<file path="src/rtl/jk_stim_pkg.sv">
// Shared types for the JK flop stimulus/checker: operation codes, controller
// states, check-pipeline entry and the reference next-state function.
package jk_stim_pkg;

  typedef enum logic [1:0] {
    OP_HOLD   = 2'b00,
    OP_RESET  = 2'b01,
    OP_SET    = 2'b10,
    OP_TOGGLE = 2'b11
  } op_t;

  typedef enum logic {
    ST_INIT = 1'b0,
    ST_RUN  = 1'b1
  } state_t;

  typedef struct packed {
    logic valid;
    logic exp;
  } chk_entry_t;

  function automatic logic jk_next(input op_t op, input logic q);
    logic nq;
    case (op)
      OP_RESET:  nq = 1'b0;
      OP_SET:    nq = 1'b1;
      OP_TOGGLE: nq = ~q;
      default:   nq = q;
    endcase
    return nq;
  endfunction

endpackage

</file>
<file path="src/rtl/jk_cmd_fifo.sv">
// Small command FIFO holding 2-bit flop operations; pointers wrap naturally
// because DEPTH is a power of two.
module jk_cmd_fifo #(
  parameter int DEPTH = 4
) (
  input  logic       clk,
  input  logic       rst,
  input  logic       push,
  input  logic       pop,
  input  logic [1:0] din,
  output logic [1:0] dout,
  output logic       full,
  output logic       empty
);

  localparam int AW = $clog2(DEPTH);

  logic [1:0]    mem [DEPTH];
  logic [AW-1:0] wr_ptr;
  logic [AW-1:0] rd_ptr;
  logic [AW:0]   count;
  logic          do_push;
  logic          do_pop;

  assign full    = (count == (AW+1)'(DEPTH));
  assign empty   = (count == '0);
  assign do_push = push && !full;
  assign do_pop  = pop && !empty;
  assign dout    = mem[rd_ptr];

  always_ff @(posedge clk or negedge rst) begin
    if (!rst) begin
      wr_ptr <= '0;
      rd_ptr <= '0;
      count  <= '0;
    end else begin
      if (do_push) wr_ptr <= wr_ptr + 1'b1;
      if (do_pop)  rd_ptr <= rd_ptr + 1'b1;
      count <= count + (AW+1)'(do_push) - (AW+1)'(do_pop);
    end
  end

  // Storage needs no reset; empty gates every read.
  always_ff @(posedge clk) begin
    if (do_push) mem[wr_ptr] <= din;
  end

endmodule

</file>
<file path="src/rtl/jk_stim_ctrl.sv">
// Drives a JK flop under test from a queued command stream and checks its
// q/qb outputs two edges after each issue against an internal JK model.
module jk_stim_ctrl
  import jk_stim_pkg::*;
#(
  parameter int DEPTH       = 4,
  parameter int INIT_CYCLES = 4,
  parameter int CW          = 8
) (
  input  logic          clk,
  input  logic          rst,
  input  logic          cmd_valid,
  input  logic [1:0]    cmd_op,
  output logic          cmd_ready,
  input  logic          run_en,
  input  logic          cnt_clr,
  output logic          j,
  output logic          k,
  output logic          ff_rst_n,
  input  logic          q,
  input  logic          qb,
  output logic          busy,
  output logic          err_pulse,
  output logic          err_sticky,
  output logic [CW-1:0] err_cnt,
  output logic [CW-1:0] chk_cnt
);

  localparam int IW = $clog2(INIT_CYCLES + 1);

  state_t        state;
  state_t        state_next;
  logic [IW-1:0] init_cnt;
  logic          push;
  logic          pop;
  logic          fifo_full;
  logic          fifo_empty;
  logic [1:0]    fifo_dout;
  logic          q_exp;
  logic          q_exp_next;
  chk_entry_t    stage1;
  chk_entry_t    stage2;
  logic          chk_done;
  logic          mismatch;
  logic [CW-1:0] err_base;
  logic [CW-1:0] chk_base;

  jk_cmd_fifo #(.DEPTH(DEPTH)) u_fifo (
    .clk   (clk),
    .rst   (rst),
    .push  (push),
    .pop   (pop),
    .din   (cmd_op),
    .dout  (fifo_dout),
    .full  (fifo_full),
    .empty (fifo_empty)
  );

  always_ff @(posedge clk or negedge rst) begin
    if (!rst) state <= ST_INIT;
    else      state <= state_next;
  end

  always_comb begin
    state_next = state;
    cmd_ready  = 1'b0;
    pop        = 1'b0;
    case (state)
      ST_INIT: begin
        if (init_cnt == IW'(INIT_CYCLES - 1)) state_next = ST_RUN;
      end
      ST_RUN: begin
        cmd_ready = !fifo_full;
        pop       = run_en && !fifo_empty;
      end
      default: state_next = ST_INIT;
    endcase
  end

  assign push = cmd_valid && cmd_ready;

  always_ff @(posedge clk or negedge rst) begin
    if (!rst) begin
      init_cnt <= '0;
      ff_rst_n <= 1'b0;
    end else begin
      if (state == ST_INIT) init_cnt <= init_cnt + 1'b1;
      ff_rst_n <= (state_next == ST_RUN);
    end
  end

  assign q_exp_next = jk_next(op_t'(fifo_dout), q_exp);

  // Issue stage: an idle edge still shifts an invalid entry so checks stay two edges behind.
  always_ff @(posedge clk or negedge rst) begin
    if (!rst) begin
      j      <= 1'b0;
      k      <= 1'b0;
      q_exp  <= 1'b0;
      stage1 <= '0;
      stage2 <= '0;
    end else begin
      stage2 <= stage1;
      if (pop) begin
        j      <= fifo_dout[1];
        k      <= fifo_dout[0];
        q_exp  <= q_exp_next;
        stage1 <= '{valid: 1'b1, exp: q_exp_next};
      end else begin
        j      <= 1'b0;
        k      <= 1'b0;
        stage1 <= '{valid: 1'b0, exp: q_exp};
      end
    end
  end

  assign chk_done = stage2.valid;
  assign mismatch = stage2.valid && ((q != stage2.exp) || (qb == q));

  // Clear applies first so a same-edge event still counts.
  always_comb begin
    err_base = cnt_clr ? '0 : err_cnt;
    chk_base = cnt_clr ? '0 : chk_cnt;
  end

  always_ff @(posedge clk or negedge rst) begin
    if (!rst) begin
      err_pulse  <= 1'b0;
      err_sticky <= 1'b0;
      err_cnt    <= '0;
      chk_cnt    <= '0;
    end else begin
      err_pulse  <= mismatch;
      err_sticky <= (err_sticky && !cnt_clr) || mismatch;
      if (mismatch && (err_base != '1)) err_cnt <= err_base + 1'b1;
      else                               err_cnt <= err_base;
      if (chk_done && (chk_base != '1)) chk_cnt <= chk_base + 1'b1;
      else                               chk_cnt <= chk_base;
    end
  end

  assign busy = !fifo_empty || stage1.valid || stage2.valid;

endmodule

</file>
<file path="config.mk">
export PLATFORM = sky130hd
export DESIGN_NAME = jk_stim_ctrl
export DESIGN_NICKNAME = d
export VERILOG_FILES = /design/src/rtl/jk_stim_pkg.sv /design/src/rtl/jk_cmd_fifo.sv /design/src/rtl/jk_stim_ctrl.sv
export SDC_FILE = /design/constraint.sdc
export NUM_CORES = 1
export LEC_CHECK = 0
export BUFFER_PORTS_ARGS = -buffer_cell sky130_fd_sc_hd__buf_2
export CORE_AREA = 2 2 65 67
export DETAILED_ROUTE_END_ITERATION = 10
export DIE_AREA = 0 0 67 69
export PLACE_DENSITY = 0.75
export REMOVE_ABC_BUFFERS = 1
export SYNTH_ARGS = -nofsm -noshare
export SYNTH_HDL_FRONTEND = slang
export SYNTH_SLANG_ARGS = --single-unit
</file>
<file path="constraint.sdc">
create_clock -name clk -period 3.24 [get_ports clk]
set_input_delay 0.324 -clock clk [delete_from_list [all_inputs] [get_ports clk]]
set_output_delay 0.324 -clock clk [all_outputs]
set_load 0.005 [all_outputs]
</file>
# Word-level counts from Yosys, hierarchy flattened

Memory sizes are Yosys's and may differ from the RTL's.
Index checks and enable logic that the tools add are counted.

Memories: 1
Bits in latches: 0
Memory bits (writable): 8
ROM bits: 0
Word-level logic and storage cells: 64
Output and inout bits: 23
Input bits: 9
Flip-flop bits (word level): 36

Memory list:

| name       | depth | bits a word | rd ports | clocked after memory_dff | write ports | RTL line          | RTL |
|---|---|---|---|---|---|---|---|
| u_fifo.mem | 4     | 2           | 1        | 0                        | 1           | jk_cmd_fifo.sv:18 | `logic [1:0] mem [DEPTH];` |

$add $sub $neg: 7
$mul: 0
Bitwise logic cells: 1
Reduce and logical (&&, ||, !) cells: 16
Mux-type cells: 14
Shift-type cells: 0
Div/mod/pow operators: 0
Equal/unequal tests: 9
Magnitude comparators: 0

Operators by type and width:

| cell                                                | number |
|---|---|
| two-way mux 8 bit                                   | 4 |
| adder 8 x 1 -> 8 bit, second input constant         | 2 |
| != test 8 bit, second input constant                | 2 |
| logical AND 1 bit                                   | 8 |
| two-way mux 1 bit                                   | 8 |
| adder 2 x 1 -> 2 bit, second input constant         | 2 |
| equality test 2 bit, second input constant          | 2 |
| logical OR 1 bit                                    | 4 |
| adder 3 x 1 -> 3 bit                                | 1 |
| adder 3 x 1 -> 3 bit, second input constant         | 1 |
| equality test 3 x 2 -> 1 bit, second input constant | 1 |
| equality test 3 bit, second input constant          | 1 |
| logical NOT 1 bit                                   | 3 |
| logical NOT 3 bit                                   | 1 |
| case mux 1 bit (3 select lines)                     | 1 |
| subtractor 3 x 1 -> 3 bit                           | 1 |
| equality test 2 x 1 -> 1 bit, second input constant | 1 |
| two-way mux 2 bit                                   | 1 |
| equality test 1 bit                                 | 1 |
| != test 1 bit                                       | 1 |
| NOT 1 bit                                           | 1 |

# Logic depth before layout (Yosys ltp)

Depth after elaboration: 7
Gate-level depth with buffers: 9
Mapped depth without buffers: 8

# Modules after synthesis

From an unflattened synthesis, not the netlist that was laid out.

Cell total of the unflattened synthesis: 181
Area total of the unflattened synthesis: 2,163.3 um2

By module, submodules not included:

| module       | sequential area each (um2) | times used | area an instance (um2) | cells an instance |
|---|---|---|---|---|
| jk_stim_ctrl | 725.7                      | 1          | 1,398.8                | 129 |
| jk_cmd_fifo  | 415.4                      | 1          | 764.5                  | 52 |

# Worst setup path before layout

Ideal clock, no wire load.

Path kind: register to register
Start: register u_fifo.count[2]
End: register u_fifo.count[2]
Buffers on the path: 1
Slack: 0.921 ns
Stages on the path, launching flop included: 10
Data arrival time: 2.196 ns
Path through: dfrtp_1 > or3_1 > and3_1 > buf_6 > ha_1 > inv_1 > ha_1 > fa_1 > xor2_1 > xnor2_1

Elaborated cells between the ends (all ways): 12

RTL lines:

| item                          | RTL line                              | RTL |
|---|---|---|
| start: declaration            | jk_cmd_fifo.sv:21                     | `logic [AW:0] count;` |
| start signal: assignment      | jk_cmd_fifo.sv:39                     | `count <= count + (AW+1)'(do_push) - (AW+1)'(do_pop);` |
| logical NOT 3 bit (*)         | jk_cmd_fifo.sv:26                     | `assign empty = (count == '0);` |
| logical NOT 1 bit (*)         | jk_cmd_fifo.sv:28, jk_stim_ctrl.sv:74 |  |
| logical AND 1 bit             | jk_stim_ctrl.sv:74                    | `pop = run_en && !fifo_empty;` |
| two-way mux 1 bit             | jk_stim_ctrl.sv:68                    | `case (state)` |
| logical AND 1 bit (*)         | jk_cmd_fifo.sv:28                     | `assign do_pop = pop && !empty;` |
| net u_fifo.do_pop             | jk_cmd_fifo.sv:23                     | `logic do_pop;` |
| subtractor 3 x 1 -> 3 bit (*) | jk_cmd_fifo.sv:39                     |  |

Mark *: on every way through the listed nets, which the timed path passes. The rest lies on a longest branch.
A chain may end at the register's enable or synchronous reset.

# Worst setup path after layout

Start: register u_fifo.count[2]
End: register u_fifo.count[2]

Longest elaborated chain between the ends: 7
Elaborated cells between the ends (all ways): 12

RTL lines:

| item                          | RTL line                              | RTL |
|---|---|---|
| equality test 3 bit           | jk_cmd_fifo.sv:25                     | `assign full = (count == (AW+1)'(DEPTH));` |
| logical NOT 1 bit             | jk_cmd_fifo.sv:27, jk_stim_ctrl.sv:73 |  |
| two-way mux 1 bit             | jk_stim_ctrl.sv:68                    |  |
| logical AND 1 bit             | jk_stim_ctrl.sv:80                    | `assign push = cmd_valid && cmd_ready;` |
| logical AND 1 bit             | jk_cmd_fifo.sv:27                     | `assign do_push = push && !full;` |
| adder 3 x 1 -> 3 bit          | jk_cmd_fifo.sv:39                     |  |
| subtractor 3 x 1 -> 3 bit (*) | jk_cmd_fifo.sv:39                     |  |

Every way passes the cells marked *; elsewhere a longest branch is shown, timed or not.

==> metrics.log <==
INFO  metric synthFlopType = dfrtp_1
INFO  metric relSlewSlack = 46.5%
INFO  metric rsz_0062_raised_after_global_routing = no
INFO  metric route.detailed.wl_per_inst = 14.2 um
INFO  metric netlist_instances = 171
INFO  metric leakagePower = 1.10 nW
INFO  metric final_cells = 256
INFO  metric critPathRequiredTime = 3420 ps
INFO  metric clk_root_buffer_cell = clkbuf_8
INFO  metric globalRoute.totalOverflow = 0
INFO  metric critPathBufInv = 1
INFO  metric grt_pass1_wl = 6.22 mm
INFO  metric initialDrtViolationCount = 89
INFO  metric drt-vias-per-instance = 5.51
INFO  metric grt_max_degree = 37
INFO  metric clk_path_buf_depth = 2
INFO  metric critical_path.endpoint_type = flop
INFO  metric first_global_vias = 1430
INFO  metric cts_hold_buf = 0
INFO  metric timing.final.setup_violations = 0
INFO  metric critical_path_peak_fanout = 5
INFO  metric dieHeight = 69 um
INFO  metric fmax = 0.421 GHz
INFO  metric start_util = 52.3%
INFO  metric tritoncts.num_buffers = 5
INFO  metric grt_usage = 17.9%
INFO  metric path_delay_family = adder cells
INFO  metric drc_errors = 0
INFO  metric number_of_antenna_violations_at_the_first_check_in_global_routing = 0
INFO  metric hpwl = 2.72 mm
INFO  metric synth_cell_types = 43
INFO  metric core = 3910 um^2
INFO  metric postCtsResizedCells = 0
INFO  metric worst_path_max_delay_cell = dfrtp_1
INFO  metric nets = 225
INFO  metric min_period_over_period = 73.3%
INFO  metric routed-via-count = 1411
INFO  metric syn-mean-instance-area = 12.0 um^2
INFO  metric syn2layout_area_growth = 15.0%
INFO  metric layout_fillers = 333
INFO  metric synth.ff_latch_count = 44
INFO  metric cts_post_setup_buffers_inserted = 0
INFO  metric start_kind = flop
INFO  metric io_buffer_count = 31
INFO  metric share_of_the_yosys_chip_area_belonging_to_registers = 55.7%
INFO  metric ant_nets = 0
INFO  metric max_slew.worst_pin.slew = 803 ps
INFO  metric yosysWarnings = 0
INFO  metric fp-row-count = 23
INFO  metric die-width = 67 um
INFO  metric crit_arrival = 2560 ps
INFO  metric timing.setup.critical_path_class = reg2reg
INFO  metric numPlacedInstances = 248
INFO  metric worst_path_largest_cell_delay = 420 ps
INFO  metric synth_async_sr_flop_share = 81.8%
INFO  metric synth_enable_flop_cells = 8
INFO  metric total_wire_length = 3.64 mm
INFO  metric fin_setup_tns = 0 ps
INFO  metric critical_path.most_common_cell = ha_1
INFO  metric worst_setup_hold_path_clk_slew = 80 ps
INFO  metric clk_lat_worst_skew = 300 ps
INFO  metric drv_cap = 0
INFO  metric post-route-min-period = 2380 ps
INFO  metric tritoncts = yes
INFO  metric detailedRoute.firstPassIterationCount = 4
INFO  metric ir_worst_vdd = 0.000468 V
INFO  metric drv_slew = 0
INFO  metric pin_count = 32
INFO  metric mostFrequentLayoutCell = dfrtp_1
INFO  metric powerDensity = 686 nW/um^2
INFO  metric gp_congestion = 0.794
INFO  metric synth.cell_area = 2050 um^2
INFO  metric cts_max_level = 2
INFO  metric numClockSinks = 44
INFO  metric most-common-layout-cells = dfrtp_1, buf_2, nand2_1, inv_1, ha_1
INFO  metric hold_violations = 0
INFO  metric crit_path_cell_trace = or3_1 > and3_1 > ha_1 > inv_1 > ha_1 > fa_1 > xor2_1 > xnor2_1
INFO  metric dieArea = 4620 um^2
INFO  metric fin_worst_skew = 3.84 ps
INFO  metric drive_gt1_share = 24.8%
INFO  metric antennaDiodeCount = 0
INFO  metric hold_class = in2async
INFO  metric status = finished clean
## final cells by class
class	count	area [um^2]	share of cell area, %
clock buffer	5	68.8	2.92
clock inverter	3	42.5	1.81
inverter	12	47.5	2.02
multi-input combinational	111	837	35.5
sequential	44	1140	48.5
tap	50	62.6	2.66
timing repair buffer	31	155	6.59
## metrics by stage
stage                     util (%)  hold WS (ps)  worst slack [ps]  area (um^2)  power (W)
after floorplan                  -          28.4               975         2030    0.00107
after global placement        57.3           340               928         2240    0.00119
after detailed placement      57.3           341               837         2240    0.00123
after CTS                     60.2           132               831         2350    0.00164
after global routing          60.2           172               699         2350    0.00173
final                         60.2           105               865         2350    0.00161
## layer usage
layer / GRT usage [%] / wire length, um / vias to the layer above
li1: - / - / 672
met1: 21.0 / 1510 / 696
met2: 29.8 / 1880 / 34
met3: 5.38 / 172 / 9
met4: 7.94 / 81 / 0
met5: 0 / 0 / -
## worst reg2reg max path: stages, from the launching register on
cell and delay (ps):
dfrtp_1 420, or3_1 400, and3_1 250, ha_1 290
inv_1 40, ha_1 200, fa_1 370, xor2_1 160
xnor2_1 130
## path summary, 6_finish.rpt
kind	startpoint	end	slack, ps	cells after the start
max in group asynchronous	rst	chk_cnt[7]	2620	1
worst min register to register	stage1[0]	stage2[0]	350	0
worst min-delay path	rst	err_cnt[0]	100	1
worst max-delay path	u_fifo.count[2]	u_fifo.count[2]	860	8
worst max register to register	u_fifo.count[2]	u_fifo.count[2]	860	8
min in group clk	cmd_op[1]	u_fifo.mem[1][1]	250	1
## synthesized netlist by cell type, types with 2 or more instances
cell type	n	share of area, %
ha_1	10	6.1
nand3_1	4	0.98
and4_1	3	1.3
and2_1	4	1.2
nand2b_1	2	0.61
dfrtp_1	36	44
inv_1	11	2.0
and4b_1	2	0.98
or3_1	2	0.61
nor2b_1	6	1.8
a41oi_1	3	1.3
o21ai_0	3	0.73
a21oi_1	7	1.7
and3_1	3	0.92
xnor2_1	8	3.4
edfxtp_1	8	12
a311oi_1	2	0.86
clkbuf_1	2	0.37
nor2_1	4	0.73
nand2_1	16	2.9
mux2_2	4	2.2
xor2_1	2	0.86
nor3_1	8	2.0
mux4_2	2	2.2
## kinds of logic after synthesis
logic type                 count (synthesis)  synth area share (%)
adders and majority gates                 11                  7.09
and+or+nand+nor                           60                  16.3
DFF                                       44                  55.7
muxes                                      7                  4.89
buffers and inverters                     16                  3.42
AOI/OAI and AO/OA                         23                  8.31
xor gates and xnor gates                  10                  4.28
## report_power, final
group | internal (W) | total [W] | switching, W
combinational | 0.000206 | 0.000409 | 0.000203
sequential | 0.000701 | 0.000793 | 0.0000925
clock | 0.000228 | 0.000412 | 0.000184
total | 0.00113 | 0.00161 | 0.000480
## state kept, by name, summed over array words and instances (netlist names), 2 cells and up
name           cells
u_fifo.mem         8
u_fifo.count       3
err_cnt            8
u_fifo.wr_ptr      2
stage1             2
u_fifo.rd_ptr      2
chk_cnt            8
init_cnt           3
(Power assumes the default switching activity.)
